## src/rtl/perf_cnt_master.sv

```systemverilog
// Avalon-MM master that drives the performance-counter slave on behalf of accelerator
// commands. Time reads use a high/low/high sequence so a running counter is never torn.
module perf_cnt_master #(
    parameter int MAX_RETRY = 3
) (
    input  logic        clk,
    input  logic        reset,
    input  logic        cmd_valid,
    output logic        cmd_ready,
    input  logic [1:0]  cmd_op,
    input  logic [2:0]  cmd_section,
    output logic        cmd_done,
    output logic [63:0] result_time,
    output logic [31:0] result_events,
    output logic        result_torn,
    output logic [4:0]  avm_address,
    output logic        avm_read,
    output logic        avm_write,
    output logic [31:0] avm_writedata,
    input  logic [31:0] avm_readdata,
    input  logic        avm_waitrequest,
    input  logic        avm_readdatavalid
);
    localparam int RW = $clog2(MAX_RETRY + 2);
    localparam logic [1:0] OP_GO    = 2'd0;
    localparam logic [1:0] OP_STOP  = 2'd1;
    localparam logic [1:0] OP_CLEAR = 2'd2;
    localparam logic [1:0] OP_READ  = 2'd3;

    typedef enum logic [2:0] {
        S_IDLE, S_WR, S_RD_HI1, S_RD_LO, S_RD_HI2, S_RD_EV, S_DONE
    } state_t;

    state_t        r_state, w_next;
    logic          r_req;
    logic [1:0]    r_op;
    logic [2:0]    r_sec;
    logic [31:0]   r_hi1, r_lo;
    logic [63:0]   r_time;
    logic          r_torn;
    logic [RW-1:0] r_retry;
    logic [63:0]   r_result_time;
    logic [31:0]   r_result_events;
    logic          r_result_torn;

    logic          w_cmd_acc, w_accept, w_rd_state, w_rdv;
    logic          w_hi_match, w_retry_out, w_next_req;
    logic [4:0]    w_wr_addr;

    assign w_cmd_acc   = cmd_valid & cmd_ready;
    assign w_accept    = r_req & ~avm_waitrequest;
    assign w_rd_state  = r_state inside {S_RD_HI1, S_RD_LO, S_RD_HI2, S_RD_EV};
    // Data only counts once our own request has been accepted; stray beats are dropped.
    assign w_rdv       = w_rd_state & ~r_req & avm_readdatavalid;
    assign w_hi_match  = (avm_readdata == r_hi1);
    assign w_retry_out = (r_retry == RW'(MAX_RETRY));
    assign w_next_req  = w_next inside {S_WR, S_RD_HI1, S_RD_LO, S_RD_HI2, S_RD_EV};

    always_comb begin
        case (r_op)
            OP_GO:   w_wr_addr = {r_sec, 2'b01};
            OP_STOP: w_wr_addr = {r_sec, 2'b00};
            default: w_wr_addr = 5'd0;
        endcase
    end

    always_ff @(posedge clk or posedge reset) begin
        if (reset) begin
            r_state <= S_IDLE;
            r_req   <= 1'b0;
        end else begin
            r_state <= w_next;
            if (w_next != r_state) r_req <= w_next_req;
            else if (w_accept)     r_req <= 1'b0;
        end
    end

    always_comb begin
        w_next = r_state;
        case (r_state)
            S_IDLE:   if (w_cmd_acc) w_next = (cmd_op == OP_READ) ? S_RD_HI1 : S_WR;
            S_WR:     if (w_accept)  w_next = S_DONE;
            S_RD_HI1: if (w_rdv)     w_next = S_RD_LO;
            S_RD_LO:  if (w_rdv)     w_next = S_RD_HI2;
            S_RD_HI2: if (w_rdv)     w_next = (w_hi_match || w_retry_out) ? S_RD_EV : S_RD_LO;
            S_RD_EV:  if (w_rdv)     w_next = S_DONE;
            S_DONE:   w_next = S_IDLE;
            default:  w_next = S_IDLE;
        endcase
    end

    always_comb begin
        cmd_ready     = (r_state == S_IDLE);
        cmd_done      = (r_state == S_DONE);
        avm_read      = 1'b0;
        avm_write     = 1'b0;
        avm_address   = 5'd0;
        avm_writedata = 32'd0;
        case (r_state)
            S_WR: begin
                avm_write     = r_req;
                avm_address   = w_wr_addr;
                avm_writedata = {31'd0, (r_op == OP_CLEAR)};
            end
            S_RD_HI1, S_RD_HI2: begin
                avm_read    = r_req;
                avm_address = {r_sec, 2'b01};
            end
            S_RD_LO: begin
                avm_read    = r_req;
                avm_address = {r_sec, 2'b00};
            end
            S_RD_EV: begin
                avm_read    = r_req;
                avm_address = {r_sec, 2'b10};
            end
            default: ;
        endcase
    end

    always_ff @(posedge clk or posedge reset) begin
        if (reset) begin
            r_op            <= 2'd0;
            r_sec           <= 3'd0;
            r_hi1           <= 32'd0;
            r_lo            <= 32'd0;
            r_time          <= 64'd0;
            r_torn          <= 1'b0;
            r_retry         <= '0;
            r_result_time   <= 64'd0;
            r_result_events <= 32'd0;
            r_result_torn   <= 1'b0;
        end else begin
            if (w_cmd_acc) begin
                r_op    <= cmd_op;
                r_sec   <= cmd_section;
                r_retry <= '0;
                r_torn  <= 1'b0;
                if (cmd_op == OP_READ) r_result_torn <= 1'b0;
            end
            if (w_rdv) begin
                case (r_state)
                    S_RD_HI1: r_hi1 <= avm_readdata;
                    S_RD_LO:  r_lo  <= avm_readdata;
                    S_RD_HI2: begin
                        if (w_hi_match) begin
                            r_time <= {r_hi1, r_lo};
                        end else if (w_retry_out) begin
                            r_time <= {avm_readdata, r_lo};
                            r_torn <= 1'b1;
                        end else begin
                            r_hi1   <= avm_readdata;
                            r_retry <= r_retry + RW'(1);
                        end
                    end
                    // Results land on the edge into DONE so they are valid alongside cmd_done.
                    S_RD_EV: begin
                        r_result_time   <= r_time;
                        r_result_events <= avm_readdata;
                        r_result_torn   <= r_torn;
                    end
                    default: ;
                endcase
            end
        end
    end

    assign result_time   = r_result_time;
    assign result_events = r_result_events;
    assign result_torn   = r_result_torn;
endmodule

```

## config.mk

```make
export PLATFORM = sky130hd
export DESIGN_NAME = perf_cnt_master
export DESIGN_NICKNAME = d
export VERILOG_FILES = /design/src/rtl/perf_cnt_master.sv
export SDC_FILE = /design/constraint.sdc
export NUM_CORES = 1
export LEC_CHECK = 0
export BUFFER_PORTS_ARGS = -buffer_cell sky130_fd_sc_hd__buf_2
export CAP_MARGIN = 20
export CORE_ASPECT_RATIO = 1.4
export CORE_MARGIN = 8
export CORE_UTILIZATION = 31
export CTS_BUF_LIST = sky130_fd_sc_hd__clkbuf_8
export DETAILED_ROUTE_END_ITERATION = 16
export SYNTH_ARGS = -nofsm -noshare
export SYNTH_HDL_FRONTEND = slang
export SYNTH_SLANG_ARGS = --single-unit
```

## constraint.sdc

```tcl
create_clock -name clk -period 9.85 [get_ports clk]
set_input_delay 1.97 -clock clk [delete_from_list [all_inputs] [get_ports clk]]
set_output_delay 1.97 -clock clk [all_outputs]
set_load 0.01 [all_outputs]
```

# Word-level counts from Yosys, hierarchy flattened
# Cells that the tools add are included.
# Widths: inputs -> output; s select.
# totals
ff_bits,238
latchBits,0
ram_bits,0
mem_bits_ro,0
inputBits,42
output_inout_bits,138
elab_cells,87
memories,0
# op_classes
n_addsub,1
n_mul,0
div_mod_pow,0
order_cmp,0
eq_ne,19
shift,0
muxes,35
n_bitwise,6
reduce_logical,14
# ops
cell,count
$mux 64,2
$mux 32,2
$pmux 32 s2,1
$mux 3,12
$eq 32x32->1,1
$pmux 5 s4,1
$pmux 3 s6,1
$eq 3x2->1 const B,5
$eq 3x3->1 const B,5
$mux 1,14
$pmux 5 s2,1
$eq 3x1->1 const B,2
$reduce_bool 2->1,3
$reduce_bool 5->1,1
$and 1x1->1,4
$eq 2x2->1 const B,2
$ne 2x2->1 const B,2
$reduce_and 2->1,2
$reduce_and 4->1,1
$reduce_bool 4->1,1
$reduce_or 4->1,1
$add 3x1->3 const B,1
$logic_not 3->1,1
$ne 3x3->1,1
other kinds (7),8

# Logic depth before layout (Yosys ltp)
# Gate-level depths: netlist of run 1.
# logic_depth
ltp_word,9
mapped_depth,8
ltp_nobuf,6

# Worst setup path before layout of run 1
# No wires, ideal clock.
# synth_path
path_kind,input to register
start,in avm_readdata[10]
end,reg r_time[0]
t_arrival_ps,3412
t_required_ps,9725
setup_slack_ps,6313
path_stages,8
n_path_buf,2
cell_sequence,xnor2_1 -> nand4_1 -> nor4_2 -> nand2_2 -> a21boi_4 -> buf_12 -> buf_12 -> mux2_4
# synth_via
elab_chain_cells,3
# synth_lines
item,line_no,source
start: declaration,20,"input logic [31:0] avm_readdata,"
$eq 32x32->1 (*),55,assign w_hi_match = (avm_readdata == r_hi1);
$reduce_bool 2->1 (no source line),n/a,
$reduce_and 3->1 (no source line),n/a,
end signal: assignment,147,"r_time <= {r_hi1, r_lo};"
end signal: assignment,149,"r_time <= {avm_readdata, r_lo};"
end: declaration,39,logic [63:0] r_time;
# Mark *: on every way between the ends. The rest lies on a longest branch, timed or not.
# A chain may end at the register's enable or synchronous reset.

# Worst setup path after layout of run 1
# layout_path
start,reg r_state[0]
end,out avm_address[4]
# layout_via
elab_chain_cells,3
# layout_lines
item,line_no,source
start: declaration,34,"state_t r_state, w_next;"
start signal: assignment,72,r_state <= w_next;
$eq 3x2->1 / $eq 3x3->1 (equally long branches),99,case (r_state)
$reduce_or 2->1,99,
$pmux 5 s4 (*),99,
end: declaration,16,"output logic [4:0] avm_address,"
# Marks and branches as above.

==> summary by stage, run 1 <==
Die
From left edge to right edge, the die measures ~170 um. The die area is between 30,000 and 40,000 sq um. The region available for standard cell placement spans 32,200 sq um. The total I/O pin count is 180.

The initial utilization of the core area, before any placement, comes to 0.313. The count of standard-cell rows is roughly 80. The die outline height is approximately 230 um.

Synthesis
The cell area after technology mapping is a little over 10,000 sq um. The synthesized-area fraction occupied by ao, oa, aoi and oai cells came to 0.0165. Of the synthesized area, sequential elements account for 0.590. Each instance of the synthesized netlist takes up on average 15.3 sq um. The share of the synthesized area in the top cell type is 0.590. The post-synthesis share of cell area spent on xor and xnor gates is 0.0278.

In the post-synthesis netlist, the biggest area contributors are sky130_fd_sc_hd__dfrtp_1, sky130_fd_sc_hd__mux2_2, sky130_fd_sc_hd__mux2_4. The multiplexer area fraction after synthesis is 0.275. The main combinational cell family by area after synthesis is multiplexers. After synthesis, the netlist uses 41 different library cells.

The synthesized instance count is 660. The post-synthesis adder-cell area fraction is 0.00124. The number of warnings reported in the yosys synthesis log is 0. The basic-gate share of the synthesized area counting and, or, nand and nor cells is 0.0381. The post-synthesis cell type with the largest combined area is sky130_fd_sc_hd__dfrtp_1.

The synthesized design contains between 200 and 250 register bits.

Hold path
The startpoint identified for the worst hold timing path is r_sec[2]$_DFFE_PP0P_. The endpoint with the worst hold slack is r_sec[2]$_DFFE_PP0P_. The class of the tightest hold or removal check is register to register.

The count of cells along the worst hold path is 2.

STA
Timing would allow up to between 200 and 250 MHz. The worst-case clock skew is between 0.015 and 0.02 ns. The final-report max-slew violation count is 0.

The total count of hold-check failures in the final report came to 0. Adding up every negative setup slack in the final design gives 0 ns. Setup repair after global routing left no endpoint under its margin.

The slew at the pin with the worst max-slew slack is around 0.96 ns. The post-route fraction of the period consumed by the critical path is 0.418. The worst relative slew slack is 0.360. The clock period could shrink to 4.12 ns. Setup violations remaining at the end of the flow were counted as 0.

Global route
The number of antenna violations at the first check in global routing is 1. The global-route usage over all layers is 0.112. The via count of the first global-routing pass came to roughly 6,000. Entering global routing, the biggest net connects between 100 and 150 pins. The first global-routing pass estimated between 30,000 and 40,000 um of wire. The overall overflow remaining after global route is 0.

Final layout
The area growth from synthesis to final layout is 18.1%. Of the cells placed in the final design, the portion with a size suffix greater than 1 is 0.512. At the end of the flow the core is filled with cells to 0.370. After the last flow step, the layout net total stands at between 800 and 900. The count of cells in the finished layout, fillers not included, comes to approximately 1,300.

Setup path
STA classifies the critical path startpoint as a register. The critical path endpoint category is an output port. The cell count of the worst reg-to-reg path is 7. The largest driver fanout on the critical path is 11. The worst register-to-register path has a setup slack of between 7 and 8 ns. The data arrival time at the worst-slack endpoint is between 2 and 2.5 ns. On the worst path, the slowest cell contributes a delay of around 0.53 ns. Among all stages on the critical path, the largest delay is contributed by sky130_fd_sc_hd__dfrtp_1. In this run the critical register-to-register path is launched from r_hi1[22]$_DFFE_PP0P_. The kind of cell with the highest combined delay on the critical path is flip-flops. Together, buffers and inverters on the worst path number 2.

The end of the worst register-to-register path is r_time[60]$_DFFE_PP0P_. The required time of the critical path is ~8 ns. By startpoint and endpoint, the worst setup path is classified as register to output port. The signal on the critical path passes through clkinv_1 -> nor2_1 -> nor3_1 -> a21oi_1 -> and2_1 -> buf_2.

Run status
The run finished with clean final reports.

Detailed routing
The detailed router finished its first iteration with roughly 250 violations. In the final routed layout, each cell accounts on average for roughly 17 um. The first-pass iteration count of the detailed router is 4. The count of nets left with antenna violations once routing finished came out at 0. The total vias in the final route is between 5,000 and 6,000. The post-detailed-route via-to-cell ratio is 4.43. The post-detailed-route DRC marker count is 0. The overall routed net length is ~22,000 um.

Placement
The number of buffer cells added on primary ports is 148. The congestion estimate from routability-driven global placement came to 0.747. Counting tap cells, the placed design contains a total of between 1,000 and 1,500 instances.

The HPWL after detailed placement is between 10,000 and 15,000 um.

Clocking
The clock insertion delay at the later pin of the skew report is around 0.55 ns. Buffers added to address setup during post-CTS repair amount to 0. The number of gates given a new drive strength after cts is 0.

The number of buffers inserted for hold repair after clock tree synthesis is 0. The number of clock sinks is ~240. The maximum count of clock buffers along a single path is 3. The clock tree from TritonCTS is done. The H-tree was split into 2 levels.

CTS placed an instance of sky130_fd_sc_hd__clkbuf_8 at the clock tree root. Clock-pin slew was measured on the worst setup and hold paths at around 0.06 ns. In this run, CTS created clock tree buffers numbering 40.

Power and ir drop
The leakage power summed over all cells is 0.00599 uW. IR analysis of the VDD net gives a maximum drop of approximately 0.000093 V. The cell area power density is roughly 230 nW/um^2.

Job
The reported max-cap violation count is 0.
through the flow:
stage	hold slack, ns	worst slack [ns]	power [uW]	cell area, sq um
floorplan	0.437	1.35	1710	10200
CTS	0.479	5.67	2840	11900
finish	0.474	5.73	2790	11900
detailed placement	0.462	5.08	1870	11000
global route	0.501	5.51	2950	11900
global placement	0.452	5.11	1860	11000
per-layer routing:
| layer | vias up | GRT usage | wire, um |
|---|---|---|---|
| li1 | 2581 | - | - |
| met1 | 2832 | 0.129 | 8620 |
| met2 | 126 | 0.196 | 11200 |
| met3 | 40 | 0.0306 | 1190 |
| met4 | 0 | 0.0439 | 546 |
| met5 | - | 0 | 0 |
layout make-up:
| cell class | count | area, sq um |
|---|---|---|
| inverters | 4 | 22.5 |
| clock inverters | 19 | 145 |
| clock buffers | 53 | 729 |
| flip-flops and latches | 238 | 5960 |
| diodes | 1 | 2.50 |
| fillers | 3128 | 20300 |
| multi-input cells | 389 | 3750 |
| repair buffers | 156 | 813 |
| well taps | 400 | 500 |
placed cells by master (no fill, tap or decap), types with 2 or more instances in the layout:
| cell type | Yosys | routed |
|---|---|---|
| sky130_fd_sc_hd__nor3_1 | 3 | 3 |
| sky130_fd_sc_hd__o21ai_0 | 6 | 6 |
| sky130_fd_sc_hd__nand2b_1 | 3 | 3 |
| sky130_fd_sc_hd__nor2_4 | 0 | 2 |
| sky130_fd_sc_hd__nor2_1 | 16 | 15 |
| sky130_fd_sc_hd__o22ai_1 | 2 | 2 |
| sky130_fd_sc_hd__buf_4 | 32 | 7 |
| sky130_fd_sc_hd__buf_2 | 12 | 148 |
| sky130_fd_sc_hd__and3_1 | 3 | 3 |
| sky130_fd_sc_hd__o21a_1 | 2 | 2 |
| sky130_fd_sc_hd__nand3_1 | 2 | 2 |
| sky130_fd_sc_hd__inv_6 | 0 | 3 |
| sky130_fd_sc_hd__nand4_1 | 8 | 8 |
| sky130_fd_sc_hd__mux2_1 | 14 | 14 |
| sky130_fd_sc_hd__xnor2_1 | 32 | 32 |
| sky130_fd_sc_hd__conb_1 | 1 | 31 |
| sky130_fd_sc_hd__a21oi_1 | 4 | 4 |
| sky130_fd_sc_hd__clkbuf_8 | 0 | 53 |
| sky130_fd_sc_hd__bufinv_16 | 0 | 2 |
| sky130_fd_sc_hd__a22oi_1 | 2 | 2 |
| sky130_fd_sc_hd__dfrtp_1 | 238 | 238 |
| sky130_fd_sc_hd__nor2b_1 | 4 | 4 |
| sky130_fd_sc_hd__mux2_4 | 60 | 60 |
| sky130_fd_sc_hd__nor4_2 | 2 | 2 |
| sky130_fd_sc_hd__nand2_1 | 26 | 26 |
| sky130_fd_sc_hd__mux2i_1 | 3 | 3 |
| sky130_fd_sc_hd__clkinv_2 | 0 | 5 |
| sky130_fd_sc_hd__mux2_2 | 150 | 150 |
| sky130_fd_sc_hd__inv_1 | 3 | 11 |
| sky130_fd_sc_hd__and2_1 | 3 | 3 |
report_power, final:
part | internal, uW | switching, uW
sequential | 1170 | 120
clock | 538 | 402
combinational | 295 | 263
total | 2000 | 784
cell families after synthesis:
family / count (synthesis)
xor+xnor: 32
buf+inv: 63
fa+ha+maj: 1
flops: 238
mux: 227
compound gates: 22
other cells: 1
simple gates: 76
worst max path at each step:
stage                               startpoint                     to  cells past startpoint
after global routing      r_state[0]$_DFF_PP0_         avm_address[2]                      6
after CTS                     avm_readdata[22]  r_hi1[11]$_DFFE_PP0P_                      7
final                     r_state[0]$_DFF_PP0_         avm_address[4]                      6
after floorplan                          reset   r_hi1[0]$_DFFE_PP0P_                      1
after detailed placement      avm_readdata[22]  r_hi1[11]$_DFFE_PP0P_                      7
after global placement        avm_readdata[22]  r_hi1[11]$_DFFE_PP0P_                      7
Yosys cell counts (all sizes together):
| cell type | number |
|---|---|
| ha | 1 |
| or2b | 1 |
| a31oi | 1 |
| dfrtp | 238 |
| mux2 | 224 |
| a41oi | 1 |
| nand2b | 3 |
| a22o | 1 |
| clkinv | 1 |
| nor4 | 2 |
| xnor2 | 32 |
| o22ai | 2 |
| a22oi | 2 |
| buf | 54 |
| a21boi | 1 |
| o211ai | 1 |
| and3 | 4 |
| conb | 1 |
| o21ai | 6 |
| mux2i | 3 |
| a221oi | 1 |
| o21a | 2 |
| and4b | 1 |
| clkbuf | 5 |
| and2 | 3 |
| a21oi | 4 |
| nand3 | 2 |
| inv | 3 |
| nor2b | 4 |
| nand2 | 27 |
| nor3 | 3 |
| nand4 | 8 |
| nor2 | 18 |
registers in the layout, indices dropped and copies added (netlist names), 3 cells and up:
| register | count |
|---|---|
| r_lo | 32 |
| result_events | 32 |
| r_retry | 3 |
| result_time | 64 |
| r_state | 3 |
| r_time | 64 |
| r_hi1 | 32 |
| r_sec | 3 |
tightest hold or removal path: stages (launching register included):
cell	delay (ns)
sky130_fd_sc_hd__dfrtp_1	0.34
sky130_fd_sc_hd__nand2_1	0.05
sky130_fd_sc_hd__nand2_1	0.06
Power figures use the tool's default switching activity.
==> run 2, diff against run 1 <==
Clock period 9.85 ns to 3.8 ns, I/O delays scaled along.
==> summary by stage, run 2 (synthesis gave the netlist of run 1 again) <==
Clocking
The clock insertion delay at the later pin of the skew report is 0.54 ns (about the same). The number of gates given a new drive strength after cts is 0 (unchanged). The total number of H-tree levels is 2 (unchanged).

The count of buffers added by post-CTS timing repair for setup is 0 (unchanged). The number of buffers added by the clock tree synthesis step was 39 (-2.5%). The clock root buffer is sky130_fd_sc_hd__clkbuf_8.

The clock tree from TritonCTS is done. The clock slew at the register clock pins of the worst setup and hold paths is 0.06 ns (about the same). The number of buffers inserted for hold repair after clock tree synthesis is 0 (unchanged). The maximum count of clock buffers along a single path was 3 (unchanged). The number of clock sinks is 238 (unchanged).

Detailed routing
The detailed-route wire length per cell came to 17.5 um (+2.5%). The total vias in the final route is 5,638 (+1.1%). The post-detailed-route DRC marker count is 0 (unchanged). The remaining number of nets flagged by the antenna check after routing is 0 (unchanged). The overall routed net length is 22,100 um (+2.5%).

The post-detailed-route via-to-cell ratio is 4.47 (+1.1%). The first-pass iteration count of the detailed router is 5 (+1). The detailed router's first-iteration violation count is 237 (-5.6%).

Setup path
The worst setup path is captured at an output port. The setup path with the least slack is of type register to output port. The cell with the largest stage delay on the worst path is sky130_fd_sc_hd__dfrtp_1.

The required time of the critical path came to 3.04 ns (-4.84 ns). The type of origin of the critical path is a register. The data arrival time at the worst-slack endpoint is 2.16 ns (about the same). The kind of cell with the highest combined delay along the critical path is flip-flops. The number of buffers and inverters on the critical path is 2 (unchanged). The biggest cell delay along the critical path is 0.54 ns (about the same). The largest driver fanout on the critical path is 11 (unchanged). Walking the worst path, the cells encountered are clkinv_1 -> nor2_1 -> nor3_1 -> a21oi_1 -> and2_1 -> buf_2.

STA
The time the final worst path needs with I/O delays and setup is 2.92 ns. Setup repair after global routing left no endpoint under its margin. The worst relative slew slack was 0.492 (+0.132).

The worst-case clock skew came to 0.0247 ns (+0.00780 ns). The final number of setup-violating endpoints is 0 (unchanged). The total count of hold-check failures in the final report is 0 (unchanged).

Of the available clock period, the critical path in the final layout requires 0.769. The final critical-path setup slack is 0.878 ns (-4.86 ns). The final-report max-slew violation count is 0 (unchanged). The summed negative setup slack over all endpoints came to 0 ns (unchanged). The top achievable clock speed is ~340 MHz. The slew at the pin with the worst max-slew slack came to 0.761 ns (-0.200 ns).

Power and ir drop
The leakage power summed over all cells is 0.00599 uW (about the same). The part of the power in combinational logic is 0.207 (+0.007). The fraction of power spent switching nets came to 0.285 (+0.00383).

The share of power burned in the clock network is 0.320 (-0.017). The part of the power in registers is 0.473 (+0.011). The cell area power density is 591 nW/um^2 (+150%). The internal power consumption is 5050 uW (+150%). The peak ir drop on the vdd network is 0.000310 V (+240%). The net switching component of the power is 2020 uW (+160%).

Die
The total I/O pin count is 180 (unchanged). The die outline height is 229 um (unchanged). The area of the core is 32,200 sq um (unchanged). The count of standard-cell rows is 78 (unchanged). The die outline width came to 168 um (unchanged). The initial core utilization is 0.313 (unchanged). The die area is 38,700 sq um (unchanged).

Run status
The flow ran to the end, and the final reports show no timing, DRC or antenna violations.

Placement
The number of buffer cells added on primary ports came to 148 (unchanged). The worst setup slack after placement was 0.493 ns (-4.59 ns). The number of instances in the placed design is 1,193 (+0.59%). The global placer's final weighted congestion is 0.758 (+1.5%). The detailed placer's ending HPWL is 15,300 um (+5.2%).

Global route
The overall overflow remaining after global route came to 0 (unchanged). The global-route usage over all layers is 0.114 (+0.00176). The global-route met3 utilization is 0.0284 (-0.00224).

The via count of the first global-routing pass is 6,185 (+3.5%). The met1 capacity usage during global routing came to 0.133 (+0.00452). The first-pass GRT wire length is 35,200 um (+2.1%). The number of antenna violations at the first check in global routing is 1 (unchanged).

The peak-usage layer in the global routing report is met2. The maximum number of pins on one net before global-route repair is 90 (-32%). The met2 usage is 0.199 (+0.00305).

Final layout
The layout cell share with drive strength beyond 1 was 0.510 (-0.00233). Leaving out fill and tap cells, the most frequent cells in the layout are sky130_fd_sc_hd__dfrtp_1, sky130_fd_sc_hd__mux2_2, sky130_fd_sc_hd__buf_2. The number of cells in the finished layout apart from fillers is 1,260 (unchanged). The number of nets in the layout is 877 (+0.57%). The area growth from synthesis to layout is 18.5%. The leading cell type in the layout, fill and taps excluded is sky130_fd_sc_hd__dfrtp_1.

Job
The reported max-cap violation count is 0 (unchanged).

Hold path
The class of the tightest hold or removal check is input pin to async pin.
==> run 2: cell count changes in the layout (fill, tap and decap cells not counted), sizes merged <==
cell / delta
buf: +6
clkbuf: -6
clkinvlp: +2
inv: -2
==> run 2: layout make-up <==
type	count	area, sq um
Tap cell	400	500
Inverter	4	18.8
Antenna cell	1	2.50
Clock buffer	47	647
Multi-Input combinational cell	389	3750
Timing Repair Buffer	162	946
Sequential cell	238	5960
Clock inverter	19	134
Fill cell	3120	20300
==> run 2: metal layers <==
layer / share of wire / wire length [um] / up-vias
li1: - / - / 2586
met1: 0.40 / 8930 / 2893
met2: 0.52 / 11500 / 122
met3: 0.049 / 1090 / 37
met4: 0.024 / 525 / 0
met5: 0 / 0 / -
==> run 2: path summary, 6_finish.rpt <==
check,to,start,depth (start not counted),slack (ns)
setup / recovery,avm_address[2],r_state[0]$_DFF_PP0_,6,0.88
hold / removal,result_events[29]$_DFFE_PP0P_,reset,2,0.36
setup reg to reg,r_time[16]$_DFFE_PP0P_,r_hi1[24]$_DFFE_PP0P_,7,1.12
hold reg to reg,r_sec[0]$_DFFE_PP0P_,r_sec[0]$_DFFE_PP0P_,2,0.47
max in group asynchronous,result_events[17]$_DFFE_PP0P_,reset,3,2.49
min in group clk,r_sec[0]$_DFFE_PP0P_,cmd_section[0],3,0.43
==> run 2: stage by stage <==
step | utilization | instance area, sq um | hold slack [ns] | total power, uW
after floorplan | - | 10200 | 0.437 | 4430
after CTS | 0.371 | 12000 | 0.335 | 7210
final | 0.371 | 12000 | 0.356 | 7060
after detailed placement | 0.347 | 11200 | 0.455 | 4880
after global placement | 0.347 | 11200 | 0.453 | 4830
after global routing | 0.371 | 12000 | 0.368 | 7500
==> run 2: worst reg2reg max path, cell delays in order (launching register included) <==
cell and delay, ns:
sky130_fd_sc_hd__dfrtp_1 0.38, sky130_fd_sc_hd__xnor2_1 0.29, sky130_fd_sc_hd__nand4_1 0.16, sky130_fd_sc_hd__nor4_2 0.33, sky130_fd_sc_hd__nand2_2 0.18, sky130_fd_sc_hd__a21boi_4 0.61
sky130_fd_sc_hd__buf_12 0.27, sky130_fd_sc_hd__mux2_4 0.33
==> run 2: power groups by stage <==
stage / logic [uW] / registers (uW) / clock network, uW
after floorplan: 1090 / 3340 / 0
after global placement: 1470 / 3360 / 0
after detailed placement: 1490 / 3390 / 0
after CTS: 1500 / 3340 / 2370
after global routing: 1610 / 3410 / 2480
final: 1460 / 3340 / 2260
